===== src/rtl/rob_pkg.sv =====
// Shared types and constants for the reorder buffer.
// Optional feature macro: ROB_CDB_COMMIT_BYPASS_EN (same-cycle CDB->commit bypass).
package rob_pkg;

    localparam int WAYS_DEF     = 4;
    localparam int ROB_SIZE_DEF = 32;
    localparam int PRF_DEF      = 64;
    localparam int ROB_W        = $clog2(ROB_SIZE_DEF);
    localparam int PRF_W        = $clog2(PRF_DEF);

    // One ROB slot; complete/mispredict are only meaningful while valid=1.
    typedef struct packed {
        logic             valid;
        logic             complete;
        logic             mispredict;
        logic             has_dest;
        logic [4:0]       arf_idx;
        logic [PRF_W-1:0] prf_idx;
    } rob_entry_t;

    // Population count of a request/commit mask (masks are at most 32 bits).
    function automatic int unsigned count_ones(input logic [31:0] v);
        int unsigned n;
        n = 0;
        for (int i = 0; i < 32; i++) n += 32'(v[i]);
        return n;
    endfunction

endpackage


===== src/rtl/rob_commit_select.sv =====
// In-order retire mask and flush decision over the WAYS-entry head window.
// Bypass inputs are ORed into complete/mispredict; they are zero unless the
// ROB_CDB_COMMIT_BYPASS_EN feature is built in the top.
module rob_commit_select #(
    parameter int WAYS = 4
) (
    input  logic [WAYS-1:0] valid,
    input  logic [WAYS-1:0] complete,
    input  logic [WAYS-1:0] mispredict,
    input  logic [WAYS-1:0] has_dest,
    input  logic [WAYS-1:0] byp_complete,
    input  logic [WAYS-1:0] byp_mispredict,
    output logic [WAYS-1:0] commit_valid,
    output logic [WAYS-1:0] commit_wr_en,
    output logic            except
);

    logic go;
    logic ready;
    logic mp;

    // Walk the window oldest-first; stop at the first not-ready entry or
    // right after a mispredicted branch (which itself still retires).
    always_comb begin
        commit_valid = '0;
        except       = 1'b0;
        go           = 1'b1;
        ready        = 1'b0;
        mp           = 1'b0;
        for (int j = 0; j < WAYS; j++) begin
            ready = valid[j] & (complete[j] | byp_complete[j]);
            mp    = mispredict[j] | byp_mispredict[j];
            if (go && ready) begin
                commit_valid[j] = 1'b1;
                if (mp) begin
                    except = 1'b1;
                    go     = 1'b0;
                end
            end else begin
                go = 1'b0;
            end
        end
        commit_wr_en = commit_valid & has_dest;
    end

endmodule


===== src/rtl/rob.sv =====
// Superscalar reorder buffer feeding the RRAT commit bus.
// Optional feature macro: ROB_CDB_COMMIT_BYPASS_EN -- CDB tags hitting the
// head window become commit-eligible in the same cycle.
// ROB_SIZE/PRF overrides must keep the package entry layout consistent.
module rob
    import rob_pkg::*;
#(
    parameter int  WAYS     = WAYS_DEF,
    parameter int  ROB_SIZE = ROB_SIZE_DEF,
    parameter int  PRF      = PRF_DEF,
    localparam int IW       = $clog2(ROB_SIZE),
    localparam int PW       = $clog2(PRF)
) (
    input  logic                   clock,
    input  logic                   reset,
    input  logic [WAYS-1:0]        dispatch_valid,
    input  logic [WAYS-1:0]        dispatch_has_dest,
    input  logic [WAYS-1:0][4:0]   dispatch_arf_idx,
    input  logic [WAYS-1:0][PW-1:0] dispatch_prf_idx,
    output logic [WAYS-1:0]        dispatch_accept,
    output logic [WAYS-1:0][IW-1:0] dispatch_rob_idx,
    output logic [IW:0]            free_count,
    input  logic [WAYS-1:0]        cdb_valid,
    input  logic [WAYS-1:0][IW-1:0] cdb_rob_idx,
    input  logic [WAYS-1:0]        cdb_mispredict,
    output logic [WAYS-1:0]        commit_valid,
    output logic [WAYS-1:0]        commit_wr_en,
    output logic [WAYS-1:0][4:0]   commit_arf_idx,
    output logic [WAYS-1:0][PW-1:0] commit_prf_idx,
    output logic                   except
);

    rob_entry_t entries [ROB_SIZE];

    logic [IW-1:0] head;
    logic [IW-1:0] tail;
    logic [IW:0]   count;
    logic [IW:0]   n_req;
    logic [IW:0]   n_acc;
    logic [IW:0]   n_commit;

    logic [WAYS-1:0][IW-1:0] win_idx;
    logic [WAYS-1:0] win_valid, win_complete, win_mispredict, win_has_dest;
    logic [WAYS-1:0] byp_complete, byp_mispredict;

    // Allocation: accept as many of the requested ways as there are free
    // slots; slots freed by this cycle's commit are not reused until next cycle.
    assign free_count = (IW+1)'(ROB_SIZE) - count;
    assign n_req      = (IW+1)'(count_ones(32'(dispatch_valid)));
    assign n_commit   = (IW+1)'(count_ones(32'(commit_valid)));

    // A flush cycle allocates nothing; reset also blocks acceptance.
    always_comb begin
        n_acc = (n_req < free_count) ? n_req : free_count;
        if (except) n_acc = '0;
        for (int i = 0; i < WAYS; i++) begin
            dispatch_accept[i]  = reset && ((IW+1)'(i) < n_acc);
            dispatch_rob_idx[i] = tail + IW'(i);
        end
    end

    // Gather the head window, wrapping naturally through the pointer width.
    always_comb begin
        for (int j = 0; j < WAYS; j++) begin
            win_idx[j]        = head + IW'(j);
            win_valid[j]      = entries[win_idx[j]].valid;
            win_complete[j]   = entries[win_idx[j]].complete;
            win_mispredict[j] = entries[win_idx[j]].mispredict;
            win_has_dest[j]   = entries[win_idx[j]].has_dest;
            commit_arf_idx[j] = entries[win_idx[j]].arf_idx;
            commit_prf_idx[j] = PW'(entries[win_idx[j]].prf_idx);
        end
    end

`ifdef ROB_CDB_COMMIT_BYPASS_EN
    // Same-cycle completion: match live CDB tags against the head window.
    always_comb begin
        byp_complete   = '0;
        byp_mispredict = '0;
        for (int j = 0; j < WAYS; j++) begin
            for (int i = 0; i < WAYS; i++) begin
                if (cdb_valid[i] && cdb_rob_idx[i] == win_idx[j]) begin
                    byp_complete[j]   = 1'b1;
                    byp_mispredict[j] = byp_mispredict[j] | cdb_mispredict[i];
                end
            end
        end
    end
`else
    assign byp_complete   = '0;
    assign byp_mispredict = '0;
`endif

    rob_commit_select #(.WAYS(WAYS)) u_commit_select (
        .valid          (win_valid),
        .complete       (win_complete),
        .mispredict     (win_mispredict),
        .has_dest       (win_has_dest),
        .byp_complete   (byp_complete),
        .byp_mispredict (byp_mispredict),
        .commit_valid   (commit_valid),
        .commit_wr_en   (commit_wr_en),
        .except         (except)
    );

    // Pointer/count/entry update: flush wins, otherwise retire, complete, allocate.
    always_ff @(posedge clock or negedge reset) begin
        if (!reset) begin
            head  <= '0;
            tail  <= '0;
            count <= '0;
            for (int k = 0; k < ROB_SIZE; k++) entries[k] <= '0;
        end else if (except) begin
            head  <= '0;
            tail  <= '0;
            count <= '0;
            for (int k = 0; k < ROB_SIZE; k++) begin
                entries[k].valid      <= 1'b0;
                entries[k].complete   <= 1'b0;
                entries[k].mispredict <= 1'b0;
            end
        end else begin
            head  <= head + IW'(n_commit);
            tail  <= tail + IW'(n_acc);
            count <= count + n_acc - n_commit;
            for (int j = 0; j < WAYS; j++)
                if (commit_valid[j]) entries[win_idx[j]].valid <= 1'b0;
            // Tags for empty slots are stale and dropped.
            for (int i = 0; i < WAYS; i++) begin
                if (cdb_valid[i] && entries[cdb_rob_idx[i]].valid) begin
                    entries[cdb_rob_idx[i]].complete <= 1'b1;
                    if (cdb_mispredict[i]) entries[cdb_rob_idx[i]].mispredict <= 1'b1;
                end
            end
            for (int i = 0; i < WAYS; i++) begin
                if (dispatch_accept[i]) begin
                    entries[dispatch_rob_idx[i]] <= '{valid:      1'b1,
                                                     complete:   1'b0,
                                                     mispredict: 1'b0,
                                                     has_dest:   dispatch_has_dest[i],
                                                     arf_idx:    dispatch_arf_idx[i],
                                                     prf_idx:    PRF_W'(dispatch_prf_idx[i])};
                end
            end
        end
    end

`ifdef DEBUG
    // Requests must be packed from way 0 upward.
    always_ff @(posedge clock) begin
        if (reset) assert ((dispatch_valid & (dispatch_valid + 1'b1)) == '0);
    end
`endif

endmodule

===== config.mk =====
export PLATFORM = sky130hd
export DESIGN_NAME = rob
export DESIGN_NICKNAME = d
export VERILOG_FILES = /design/src/rtl/rob_pkg.sv /design/src/rtl/rob_commit_select.sv /design/src/rtl/rob.sv
export SDC_FILE = /design/constraint.sdc
export NUM_CORES = 2
export LEC_CHECK = 0
export ABC_CLOCK_PERIOD_IN_PS = 18500
export CORE_ASPECT_RATIO = 0.7
export CORE_MARGIN = 2
export CORE_UTILIZATION = 30
export CTS_CLUSTER_DIAMETER = 100
export DETAILED_ROUTE_END_ITERATION = 8
export PLACE_DENSITY_LB_ADDON = 0.1
export SLEW_MARGIN = 20
export SYNTH_ARGS = -nofsm -noshare
export SYNTH_HDL_FRONTEND = slang
export SYNTH_SLANG_ARGS = --single-unit

===== constraint.sdc =====
create_clock -name clock -period 18.5 [get_ports clock]
set_input_delay 3.7 -clock clock [delete_from_list [all_inputs] [get_ports clock]]
set_output_delay 3.7 -clock clock [all_outputs]
set_load 0.05 [all_outputs]

# ---- Word level (Yosys, flattened, before mapping)
# Index checks and enable logic that the tools add are counted.
dict set report word_totals {
  reg_bits 496
  input_bits 82
  output_inout_bits 83
}
dict set report classes {
  add_sub_neg 17
  magnitude_cmp 29
  n_mux 154
  bitwise_logic 17
  n_reduce_logical 23
}
# operator count
set ops {}
lappend ops {{480-bit two-way mux} 27}
lappend ops {{480-bit bitwise mux} 16}
lappend ops {{15-bit demux with 5-bit select} 16}
lappend ops {{15-bit binary-select mux with 5-bit select} 8}
lappend ops {{15-bit two-way mux} 24}
lappend ops {{3-bit two-way mux} 32}
lappend ops {{6-bit greater-or-equal comparator (second input constant)} 12}
lappend ops {{6-bit by 1-bit < comparator with 1-bit output (second input constant)} 12}
lappend ops {{5-bit NOT with 6-bit output} 12}
lappend ops {{14-bit two-way mux} 4}
lappend ops {{13-bit two-way mux} 4}
lappend ops {{1-bit logical AND} 23}
lappend ops {{5-bit by 2-bit adder with 5-bit output (second input constant)} 4}
lappend ops {{1-bit two-way mux} 18}
lappend ops {{6-bit two-way mux} 3}
lappend ops {{1-bit by 6-bit < comparator with 1-bit output (first input constant)} 2}
lappend ops {{2-bit by 6-bit < comparator with 1-bit output (first input constant)} 2}
lappend ops {{5-bit by 1-bit adder with 5-bit output (second input constant)} 2}
lappend ops {{5-bit two-way mux} 2}
lappend ops {{3-bit by 1-bit adder with 4-bit output} 2}
lappend ops {{2-bit by 1-bit adder with 3-bit output} 2}
lappend ops {{6-bit adder} 1}
lappend ops {{4-bit by 6-bit < comparator with 1-bit output} 1}
lappend ops {{6-bit by 4-bit subtractor with 6-bit output} 1}
lappend ops {{other kinds (6)} 10}

# ---- Longest topological paths before layout
dict set report depth {
  word_depth 54
  depth_mapped 35
  ltp_nobuf 22
}

# ---- By module
# Synthesis repeated with hierarchy kept, for this count alone.
dict set report unflattened {
  cells_unflattened 5518
  area_unflattened_um2 50521.0
}
# module n_inst cells_per_inst area_per_inst_um2 seq_area_each_um2
set modules_own_cells {}
lappend modules_own_cells {rob 1 5501 50382.1 12411.9}
lappend modules_own_cells {rob_commit_select 1 17 138.9 0.0}

# ---- Worst setup path after synthesis
# No wires, ideal clock.
dict set report synth_timing {
  path_kind {input -> output}
  from {in dispatch_valid[0]}
  to {out dispatch_accept[2]}
  t_arrival_ps 7694
  required_ps 14800
  slack_ps 7106
  stages 15
  path_buffers 2
  path_cell_list {inv_1 > fa_1 > inv_1 > ha_1 > ha_1 > ha_1 > a21o_1 > a21oi_1 > nor4_1 > nor2_1 > clkbuf_1 > nand2_1 > clkbuf_1 > nor2_1 > o21a_1}
}
dict set report synth_between {
  elab_chain_len 8
}
# element line_no
set synth_rtl {}
lappend synth_rtl {{from (decl)} rob.sv:16} ;# input logic [WAYS-1:0] dispatch_valid,
lappend synth_rtl {{1-bit by 1-bit adder with 2-bit output *} rob_pkg.sv:25} ;# for (int i = 0; i < 32; i++) n += 32'(v[i]);
lappend synth_rtl {{2-bit by 1-bit adder with 3-bit output *} rob_pkg.sv:25}
lappend synth_rtl {{3-bit by 1-bit adder with 4-bit output *} rob_pkg.sv:25}
lappend synth_rtl {{4-bit by 6-bit < comparator with 1-bit output} rob.sv:54} ;# n_acc = (n_req < free_count) ? n_req : free_count;
lappend synth_rtl {{6-bit two-way mux *} rob.sv:54}
lappend synth_rtl {{6-bit two-way mux *} rob.sv:55} ;# if (except) n_acc = '0;
lappend synth_rtl {{2-bit by 6-bit < comparator with 1-bit output *} rob.sv:57} ;# dispatch_accept[i] = reset && ((IW+1)'(i) < n_acc);
lappend synth_rtl {{1-bit logical AND *} rob.sv:57}
lappend synth_rtl {{to (decl)} rob.sv:20} ;# output logic [WAYS-1:0] dispatch_accept,
# Mark *: on every way between the ends. The rest lies on a longest branch, timed or not.

# ---- Worst setup path after layout
# Same ends and word-level chain as after synthesis.

==> summary.md <==
| Metric | Value |
|---|---|
| Detailed Place HPWL | 297.4 mm |
| Row count | around 130 |
| Die W | between 500 and 600 um |
| Clock Pin Slew Worst Setup and Hold Paths | around 0.060 ns |
| FF-to-FF Start | head[2] |
| Area of the multi-input gates | around 37000 um^2 |
| Critical path class | in2out |
| Io pins | about 170 |
| Clock tree buffer depth | 3 |
| Setup TNS | 0 ns |
| # H-tree levels | 2 |
| CP Cell Sequence | clkdlybuf4s50_1 -> inv_1 -> fa_1 -> inv_1 -> ha_1 -> ha_1 -> ha_1 -> a21o_1 -> a21oi_1 -> nor3_1 -> o21ai_0 -> nor2_1 -> o21a_1 -> clkdlybuf4s50_1 |
| Sequential share of the synthesized area | 23.55% |
| R2r setup slk | 9.50 ns |
| Worst R2R Path Depth | 16 |
| Clk Tree Root Cell | clkbuf_16 |
| Post-Route WL | about 410 mm |
| Die Height | about 350 um |
| Hold depth | 1 |
| Final Wtd Congestion | about 1.1 |
| # port buffers | around 160 |
| Critical Path AT | roughly 8.5 ns |
| Post CTS Setup Buffer Count | 0 |
| Final Setup Violations | 0 |
| CTS tree | built |
| Max Freq | slightly above 0.08 GHz |
| Largest stage delay on the critical path | around 0.84 ns |
| Final Cycle Share | roughly two thirds |
| Endpoint of the worst-slack reg-to-reg timing path | entries[197] |
| RSZ-0062 raised after global routing | no |
| Count of different cell masters after synthesis | between 80 and 90 |
| Post-synth EDFFs | 0 |
| Vias per Instance | 7.807 |
| Fin. Hold Viols | 0 |
| GRT Util Overall | between 40% and 50% |
| Max-slew violations | 0 |
| Fill cells | roughly 18000 |
| CP delay by family, top | buffers and inverters |
| Synthesized area per cell | 8.866 um^2 |
| FF/Latch Area | around 12000 um^2 |
| Clock Skew | ~0.023 ns |
| Core area | between 150000 and 200000 um^2 |
| Most used cell, CP | ha_1 |
| Slew margin rel. | 4.858% |
| Initial antenna violation count | 34 |
| Status | finished clean |
| Worst Hold End | entries[358] |
| Synth Warn # | 0 |
| Worst path slowest cell | nor3_1 |
| DR pass1 iterations | 9 |
| Fraction of final layout cells sized beyond drive strength 1 | between 10% and 20% |
| Synthesized area | around 53000 um^2 |
| Initial Util | 30.25% |
| Worst hold path class | reg2reg |
| Worst slew pin tran | around 1.4 ns |
| Peak fanout along the critical path | 7 |
| Post_cts resized | 0 |
| Worst Setup Start Kind | primary input |
| Die area | 179100 um^2 |
| Primary FF master, synth | dfrtp_1 |
| DR vias | between 60000 and 70000 |
| CTS sink cnt | 496 |
| Post-Syn Instances | 5945 |
| Area Growth Syn to Fin | 12.14% |
| Worst-skew pair later-pin latency | a little under 0.8 ns |
| Worst path bufs/invs | 4 |
| Hold-fix buffers at CTS | 0 |
| Tmin final | ~12 ns |
| Max cap viols | 0 |
| Req. time, crit path | 14.80 ns |
| Gr ovfl total | 0 |
| Largest net degree at the start of global routing | 210 |
| Most frequent cells in the layout | 527 x mux4_2, 507 x nor2_1, 491 x dfrtp_1 |
| Most common cell after layout, fill and taps aside | mux4_2 |
| Asr flop ratio synth | between 90% and 100% |
| Hold path start | entries[358] |
| Synth Register Bits | 496 |
| Number of CTS-inserted buffers | 61 |
| Vias in the first global route | approximately 56000 |
| Crit. End Element | output pin |
| DRT iter0 DRCs | 13050 |
| Drt wl/cell | between 50 and 60 um |
| DRT antenna net count | 0 |
| Number of nets in the layout | between 5000 and 6000 |
| First-pass GRT wire length | approximately 540 mm |
| Post-route DRC violation count | 0 |
==> worst max-delay path by stage <==
stage                      startpoint  cells after the start                  to  slack [ns]
floorplan           dispatch_valid[0]                     15  dispatch_accept[2]        7.11
global placement    dispatch_valid[0]                     14  dispatch_accept[2]        6.57
detailed placement  dispatch_valid[0]                     14  dispatch_accept[2]        6.48
CTS                 dispatch_valid[0]                     14  dispatch_accept[2]        6.43
global route        dispatch_valid[0]                     14  dispatch_accept[2]        6.06
finish              dispatch_valid[0]                     14  dispatch_accept[2]        6.34
==> metal layers <==
layer / up-vias / routed length, um / track usage (%)
li1: 23350 / - / -
met2: 6777 / 139900 / 50.62
met4: 42 / 15660 / 13.44
met1: 32650 / 164300 / 59.02
met3: 928 / 88670 / 34.95
met5: - / 1084 / 2.804
==> sequential cells by signal, indices dropped and copies added, names as in the netlist <==
register	count
count	6
entries	480
head	5
tail	5
==> through the flow <==
stage          cell area, um^2  utilization [%]  worst slack [ns]  instances  hold WS, ns
6_report                 59110            33.92             6.341       8166       0.5499
5_1_grt                  59030            33.88             6.055       8134       0.5752
4_1_cts                  58950            33.83             6.432       8131       0.5599
3_5_place_dp             56970            32.70             6.484       8021       0.5367
3_3_place_gp             56930            32.67             6.570       8020       0.5149
2_1_floorplan            52710                -             7.106       5946       0.4752
==> final cells by class <==
cell class,instances,share of cell area [%]
multi-input cells,4623,63.24
inverters,104,0.6773
clock buffers,87,2.934
flip-flops and latches,496,21.02
clock inverters,23,0.4170
repair buffers,459,6.619
well taps,2340,4.953
diodes,34,0.1439
==> cell families after synthesis <==
group / share of synthesized area [%]
mux: 24.55
compound gates: 25.47
fa+ha+maj: 1.144
xor+xnor: 0.6433
buf+inv: 6.554
simple gates: 18.08
flops: 23.55
other cells: 0.01425
==> cells in the mapped netlist, drive strengths merged (9+ instances only) <==
cell     instances  area share [%]
a2111oi         95             1.8
a211o            9            0.15
a211oi         109             1.6
a21boi          93             1.3
a21o             9            0.13
a21oi          253             2.4
a221o           16            0.30
a221oi         237             3.9
a22oi           28            0.40
a2bb2oi         15            0.25
a311oi          75             1.2
a31oi           59            0.70
a41oi            9            0.15
and2            72            0.85
and3            99             1.2
buf            277             2.6
clkbuf         446             3.2
dfrtp          496              24
ha              37            0.88
inv            100            0.71
mux2            39            0.83
mux2i           63             1.2
mux4           527              23
nand2          424             3.0
nand3          389             3.7
nand4           41            0.51
nor2           518             3.7
nor2b           19            0.23
nor3           269             2.6
nor3b           14            0.20
nor4            49            0.59
o211ai          45            0.69
o21ai          399             3.8
o221a           24            0.51
o221ai         143             2.4
o22ai          187             2.2
o31a            10            0.17
o31ai           39            0.56
or2             18            0.21
or3             60            0.72
xnor2           23            0.41
xor2            14            0.23
Power is left out: the tool's default activity adds up to more than one toggle a clock period on the data nets, which glitch-free logic cannot reach.
